## config.mk

```make
export PLATFORM = sky130hd
export DESIGN_NAME = pcs_miss_sequencer
export DESIGN_NICKNAME = d
export VERILOG_FILES = /design/src/rtl/pcs_miss_sequencer.sv
export SDC_FILE = /design/constraint.sdc
export NUM_CORES = 1
export LEC_CHECK = 0
export CAP_MARGIN = 20
export CORE_AREA = 5 5 438 440
export DETAILED_ROUTE_END_ITERATION = 12
export DIE_AREA = 0 0 443 445
export GPL_TIMING_DRIVEN = 0
export PLACE_DENSITY_LB_ADDON = 0.2
export SYNTH_ARGS = -nofsm -noshare
export SYNTH_HDL_FRONTEND = slang
export SYNTH_SLANG_ARGS = --single-unit
export TNS_END_PERCENT = 10
```

## constraint.sdc

```tcl
create_clock -name clk -period 1.8 [get_ports clk]
set_clock_uncertainty 0.05 [all_clocks]
set_input_delay 0.27 -clock clk [delete_from_list [all_inputs] [get_ports clk]]
set_output_delay 0.27 -clock clk [all_outputs]
set_load 0.01 [all_outputs]
```

## src/rtl/pcs_miss_sequencer.sv

```systemverilog
// pcs_miss_sequencer: runs one cache miss against memory, first the optional dirty writeback and then the line fill, with a response watchdog
module pcs_miss_sequencer #(
  parameter int TAG_SIZE        = 24,
  parameter int SET_BITS        = 4,
  parameter int OFFSET_BITS     = 5,
  parameter int CACHE_LINE_SIZE = 256,
  parameter int TIMEOUT         = 255
) (
  input  logic                       clk,
  input  logic                       rst,
  input  logic                       miss_req,
  input  logic [31:0]                miss_addr,
  input  logic                       victim_dirty,
  input  logic [TAG_SIZE-2:0]        victim_tag,
  input  logic [CACHE_LINE_SIZE-1:0] victim_line,
  input  logic                       mem_resp,
  input  logic [CACHE_LINE_SIZE-1:0] mem_rdata,
  output logic                       mem_read,
  output logic                       mem_write,
  output logic [31:0]                mem_addr,
  output logic [CACHE_LINE_SIZE-1:0] mem_wdata,
  output logic [CACHE_LINE_SIZE-1:0] fill_line,
  output logic                       fill_valid,
  output logic                       seq_busy,
  output logic                       seq_err
);
  typedef enum logic [2:0] {IDLE, WB_REQ, WB_WAIT, FILL_REQ, FILL_WAIT, DONE, ERR} state_t;
  state_t                     state_q, state_d;
  logic [7:0]                 cnt_q, cnt_d, cnt_inc;
  logic [31:0]                addr_q;
  logic [TAG_SIZE-2:0]        tag_q;
  logic [CACHE_LINE_SIZE-1:0] line_q, fill_q;
  logic [31:0]                wb_addr, fill_addr;
  logic                       wb_phase, fill_phase, timed_out;
  assign cnt_inc    = (cnt_q == 8'hFF) ? cnt_q : cnt_q + 8'd1;
  assign timed_out  = cnt_inc >= 8'(TIMEOUT);
  assign wb_addr    = {tag_q, addr_q[OFFSET_BITS+SET_BITS-1:OFFSET_BITS], {OFFSET_BITS{1'b0}}};
  assign fill_addr  = addr_q & ~((32'd1 << OFFSET_BITS) - 32'd1);
  assign wb_phase   = (state_q == WB_REQ) || (state_q == WB_WAIT);
  assign fill_phase = (state_q == FILL_REQ) || (state_q == FILL_WAIT);
  assign mem_write  = state_q == WB_REQ;
  assign mem_read   = state_q == FILL_REQ;
  assign mem_addr   = wb_phase ? wb_addr : fill_phase ? fill_addr : '0;
  assign mem_wdata  = wb_phase ? line_q : '0;
  assign fill_line  = fill_q;
  assign fill_valid = state_q == DONE;
  assign seq_busy   = state_q != IDLE;
  assign seq_err    = state_q == ERR;
  // next state and watchdog count; a response always beats a same-cycle timeout
  always_comb begin
    state_d = state_q;
    cnt_d   = cnt_q;
    case (state_q)
      IDLE:      if (miss_req) state_d = victim_dirty ? WB_REQ : FILL_REQ;
      WB_REQ:    begin state_d = WB_WAIT; cnt_d = '0; end
      WB_WAIT:   if (mem_resp) state_d = FILL_REQ;
                 else begin cnt_d = cnt_inc; state_d = timed_out ? ERR : WB_WAIT; end
      FILL_REQ:  begin state_d = FILL_WAIT; cnt_d = '0; end
      FILL_WAIT: if (mem_resp) state_d = DONE;
                 else begin cnt_d = cnt_inc; state_d = timed_out ? ERR : FILL_WAIT; end
      DONE:      state_d = IDLE;
      default:   state_d = state_q;
    endcase
  end
  // state and watchdog registers
  always_ff @(posedge clk or negedge rst) begin
    if (!rst) begin
      state_q <= IDLE;
      cnt_q   <= '0;
    end else begin
      state_q <= state_d;
      cnt_q   <= cnt_d;
    end
  end
  // capture the miss context once in IDLE so later input changes cannot disturb the sequence
  always_ff @(posedge clk or negedge rst) begin
    if (!rst) begin
      addr_q <= '0;
      tag_q  <= '0;
      line_q <= '0;
    end else if (state_q == IDLE && miss_req) begin
      addr_q <= miss_addr;
      tag_q  <= victim_tag;
      line_q <= victim_line;
    end
  end
  // register the returned line on the fill response
  always_ff @(posedge clk or negedge rst) begin
    if (!rst) fill_q <= '0;
    else if (state_q == FILL_WAIT && mem_resp) fill_q <= mem_rdata;
  end
endmodule

```

== Word-level counts from Yosys, hierarchy flattened ==
Cells that the tools add are included.

* Flip-flop bits (word level): 578
* Bits in latches: 0
* Bits in writable memories: 0
* Memory bits (read-only): 0
* Bits of input ports: 572
* Output and inout port bits: 549
* Memories kept: 0

* Add/sub/neg operators: 1
* $mul: 0
* Divide/modulo/power cells: 0
* Magnitude comparators: 1
* Equality and inequality tests: 9
* Shift-type cells: 0
* Multiplexer cells: 13
* Bitwise logic cells: 0
* Reductions and logical operators: 12

{| class="wikitable"
|+ Operators with widths
! cell !! count
|-
| $mux W256 || 1
|-
| $mux W32 || 2
|-
| $pmux W3 S6 || 1
|-
| $mux W8 || 2
|-
| $pmux W8 S2 || 1
|-
| $eq A3 B3 Y1 const B || 3
|-
| $mux W3 || 3
|-
| $add A8 B1 Y8 const B || 1
|-
| $eq A8 B8 Y1 const B || 1
|-
| $ge A8 B8 Y1 const B || 1
|-
| $eq A3 B2 Y1 const B || 2
|-
| $mux W2 || 3
|-
| $reduce_bool A6 Y1 || 1
|-
| $ne A2 B2 Y1 const B || 2
|-
| $reduce_and A2 Y1 || 2
|-
| $reduce_or A2 Y1 || 2
|-
| $eq A3 B1 Y1 const B || 1
|-
| $logic_not A3 Y1 || 1
|-
| $reduce_bool A3 Y1 || 1
|-
| $logic_and A1 B1 Y1 || 2
|-
| $logic_or A1 B1 Y1 || 2
|-
| $reduce_bool A2 Y1 || 1
|}

== Logic depth before layout (Yosys ltp) ==
* Depth after elaboration: 6
* Depth in mapped cells: 6

== Least setup slack after synthesis ==
No wires, ideal clock.

* Path type: register -> register
* Start point: register state_q[1]
* End point: register line_q[218]
* Setup time: 0.125 ns
* Arrival: 1.695 ns
* Slack: -0.070 ns
* Cell stages (with the launch flop): 7
* Path buffers: 3
* Cell sequence: dfrtp_1 -> or3_1 -> buf_2 -> nor2_8 -> buf_4 -> buf_6 -> mux2_2

* Cells in the longest elaborated chain, start to end: 2

{| class="wikitable"
|+ RTL lines
! element !! RTL line !! RTL
|-
| start, declared || 28 || <nowiki>state_t state_q, state_d;</nowiki>
|-
| start signal, assigned || 71 || <nowiki>state_q <= state_d;</nowiki>
|-
| $logic_not A3 Y1 || 81 || <nowiki>end else if (state_q == IDLE && miss_req) begin</nowiki>
|-
| $logic_and A1 B1 Y1 || 81 ||
|-
| end signal, assigned || 84 || <nowiki>line_q <= victim_line;</nowiki>
|-
| end, declared || 32 || <nowiki>logic [CACHE_LINE_SIZE-1:0] line_q, fill_q;</nowiki>
|}

Every way passes these cells.
A chain may end at the register's enable or synchronous reset.

== Worst setup path in the final report ==
* Start point: register state_q[0]
* End point: output mem_wdata[139]

* Cells in the longest elaborated chain, start to end: 3
* Elaborated cells on any way between the ends: 4
* Those cells by class: 2 x eq/ne; 1 x mux; 1 x reduce/logical

{| class="wikitable"
|+ RTL lines
! element !! RTL line !! RTL
|-
| $eq A3 B1 Y1 / $eq A3 B2 Y1 (equally long branches) || 39 || <nowiki>assign wb_phase = (state_q == WB_REQ) || (state_q == WB_WAIT);</nowiki>
|-
| $logic_or A1 B1 Y1 (*) || 39 ||
|-
| $mux W256 (*) || 44 || <nowiki>assign mem_wdata = wb_phase ? line_q : '0;</nowiki>
|-
| end, declared || 21 || <nowiki>output logic [CACHE_LINE_SIZE-1:0] mem_wdata,</nowiki>
|}

Mark *: on every way between the ends. The rest lies on a longest branch, timed or not.

==> flow_metrics.env <==
export IMPL_status="finished with violations"
export IMPL_violations="negative setup slack"
export IMPL_finalHoldViolations=0
export IMPL_cts_root_buffer="clkbuf_16"
export IMPL_r2r_setup_slack_ns=-0.81
export IMPL_h_tree_depth=3
export IMPL_final_setup_viol_count=1400
export IMPL_grt_pass1_vias=19600
export IMPL_hold_path_class="input pin to register"
export IMPL_crit_chain="buf_6 > xnor2_4 > nor2_4 > buf_12 > buf_16 > buf_16 > buf_12 > buf_6 > and2_4 > buf_6"
export IMPL_fmax_mhz=361
export IMPL_yosys_top_cells_area="dfrtp_1 (60%), mux2_2 (24%), and2_1 (6.7%), mux2_1 (2.4%), buf_6 (1.7%)"
export IMPL_dr_pass1_iters=4
export IMPL_final_cell_mix="clkdlybuf4s50_1 (826), dfrtp_1 (573), mux2_2 (510)"
export IMPL_dp_cells=5240
export IMPL_ir_drop_mv=0.895
export IMPL_grt_max_degree=99
export IMPL_cts_sinks=573
export IMPL_clk_pin_slew_ns=0.07
export IMPL_finalPower_w=0.0850
export IMPL_ys_warn_count=0
export IMPL_crit_path_top_delay_cell="dfrtp_1"
export IMPL_worstPathRequired_ns=1.48
export IMPL_core_area_sq_mm=0.187
export IMPL_slowest_delay_ns=0.38
export IMPL_drt_iter0_markers=658
export IMPL_die_w_um=443
export IMPL_start_util_pct=12.8
export IMPL_wl_per_cell_um=22.3
export IMPL_power_density_mw_per_mm2=2040
export IMPL_die_area_sq_mm=0.197
export IMPL_worstReg2RegEnd="fill_line[67]"
export IMPL_min_to="line_q[34]"
export IMPL_cp_end_kind="primary output"
export IMPL_drc=0
export IMPL_vias_per_cell=3.33
export IMPL_dp_hpwl_mm=96.4
export IMPL_cts_buffers=80
export IMPL_critPathKind="register to primary output"
export IMPL_cp_common_cell="buf_6"
export IMPL_synth_distinct_cells=45
export IMPL_place_gp_congestion=0.792
export IMPL_synthArstFlopShare_pct=100
export IMPL_synth_edf_count=0
export IMPL_yosys_area_top_type_share_pct=60.0
export IMPL_min_from="victim_line[34]"
export IMPL_fin_nets=3435
export IMPL_ys_ff_latch=573
export IMPL_path_buf_inv=7
export IMPL_r2r_cells=7
export IMPL_syn_area_sq_mm=0.0239
export IMPL_die_height_um=445
export IMPL_placementRows=159
export IMPL_routed_wl_mm=121
export IMPL_io_buffers=1110
export IMPL_clock_path_buffers=3
export IMPL_slew_headroom_pct=53.9
export IMPL_final_common_cell="clkdlybuf4s50_1"
export IMPL_final_period_utilization_pct=154
export IMPL_whs_path_depth=2
export IMPL_tritoncts="yes"
export IMPL_fill_cells=20100
export IMPL_stdcell_count=5443
export IMPL_yosysTopAreaCell="dfrtp_1"
export IMPL_slew_violations=0
export IMPL_tightest_slew_ns=0.688
export IMPL_cp_max_fo=7
export IMPL_synthFlopType="dfrtp_1"
export IMPL_via_count=18100
export IMPL_critical_path_arrival_ns=2.45
export IMPL_final_antenna_net_count=0
export IMPL_area_growth_synth_to_final_pct=74.5
export IMPL_fin_crit_ns=2.77
export IMPL_startpoint_type="register"
export IMPL_insertion_delay_ns=0.69
export IMPL_reg2reg_from="state_q[1]"
export IMPL_drive_gt1_share_pct=36.3
export IMPL_leakagePower_nw=17.4
export IMPL_ioPinCount=1121
export IMPL_grt_pass1_wl_mm=164
export IMPL_synthCells=1624
export IMPL_grt_overflow=0
export IMPL_rsz0062_at_grt="true"
export IMPL_avgSynthCellArea_sq_um=14.7
export IMPL_maxCapViolCount=0
export IMPL_grt_total_usage_pct=11.8
export IMPL_setup_slack_ns=-0.967
export IMPL_fin_setup_tns_ns=-758.77
export IMPL_timing_hold_ws_ns=0.121
export IMPL_critPathTopFamily="buffers and inverters"
export IMPL_ys_seq_area_share_pct=60.0
export IMPL_antenna_found_initial=33
worst reg2reg max path: stages (launching register included):
cell	delay, ns
dfrtp_1	0.39
buf_4	0.15
or3b_4	0.41
buf_4	0.17
nor2_4	0.31
clkbuf_4	0.35
buf_4	0.27
mux2_2	0.36
area by class of cell:
| class | instances | area, sq um | share of cell area, % |
|---|---|---|---|
| Multi-Input combinational cell | 940 | 9030 | 21.6 |
| Sequential cell | 573 | 14300 | 34.4 |
| Clock inverter | 15 | 228 | 0.546 |
| Inverter | 4 | 15.0 | 0.0360 |
| Clock buffer | 125 | 2400 | 5.76 |
| Antenna cell | 29 | 72.6 | 0.174 |
| Buffer | 107 | 1220 | 2.92 |
| Tap cell | 2495 | 3120 | 7.48 |
| Timing Repair Buffer | 1155 | 11300 | 27.1 |
Yosys cell counts, types with 2 or more instances:
master and n:
ha_1 2, and4_1 4, clkbuf_1 33, a31oi_1 2, nand3_1 2, nor2_2 2
nor2b_1 2, o41ai_1 2, nor3_1 3, and3_1 5, nor2_1 7, o21ai_0 9
buf_6 36, buf_2 20, xnor2_1 2, inv_1 4, nand4_1 4, nand2_1 9
or3_1 2, nor3b_1 3, dfrtp_1 573, buf_4 22, nand2b_1 3, mux2_2 510
a32o_1 3, mux2_1 52, a41oi_1 3, a21oi_1 7, and2_1 257, o21a_1 2
a22o_1 25
worst max path at each step:
stage,slack (ns),cells after the start,start,end
after floorplan,-0.05,6,state_q[1],line_q[218]
after detailed placement,-2.08,8,state_q[1],mem_wdata[142]
final,-0.97,10,state_q[0],mem_wdata[139]
after CTS,-1.25,7,state_q[1],mem_wdata[26]
after global routing,-1.11,10,state_q[1],mem_wdata[139]
after global placement,-30.71,1,rst,fill_line[104]
timing repair:
item	in CTS	in global routing
endpoints found under the setup margin	1116	1400
resized for setup	726	506
buffers inserted	13	12
hold buffers	8	0
cloned	1	4
pin swaps	19	30
endpoints found under the hold margin	291	0
where the power goes:
part | internal [W] | switching [W]
Sequential | 0.0194 | 0.00335
Combinational | 0.0253 | 0.0208
Clock | 0.00948 | 0.00668
metrics by stage:
stage               setup slack (ns)  utilization (%)  area, sq um
floorplan                    -0.0469                -        23900
global placement              -30.71             20.4        38200
detailed placement             -2.08             20.5        38400
CTS                            -1.25             22.2        41500
global route                   -1.11             22.3        41700
finish                        -0.967             22.3        41700
cells by family (layout without fill, tap and decap cells):
| kind of cell | count (synthesis) | count (layout) | synth area share [%] |
|---|---|---|---|
| xor+xnor | 2 | 2 | 0.0733 |
| fa+ha+maj | 2 | 2 | 0.105 |
| mux | 562 | 562 | 26.5 |
| compound gates | 60 | 60 | 1.92 |
| flops | 573 | 573 | 60.0 |
| other cells | 1 | 34 | 0.0157 |
| simple gates | 309 | 309 | 8.04 |
| buf+inv | 115 | 1406 | 3.39 |
routing by layer:
metal / vias up / routed length, um / global-route usage (%) / part of all wire, %
met5: - / 40 / 0 / 0.033
met4: 6 / 4310 / 5.55 / 3.6
met3: 142 / 9840 / 4.72 / 8.1
met2: 670 / 63700 / 21.1 / 53
met1: 9117 / 43300 / 12.0 / 36
li1: 8167 / - / - / -
registers in the layout, indices dropped and copies added, names as in the netlist:
name,flops
cnt_q,8
fill_line,256
line_q,256
tag_q,23
addr_q,27
state_q,3
Note: power is estimated with default switching activity, not from simulation.
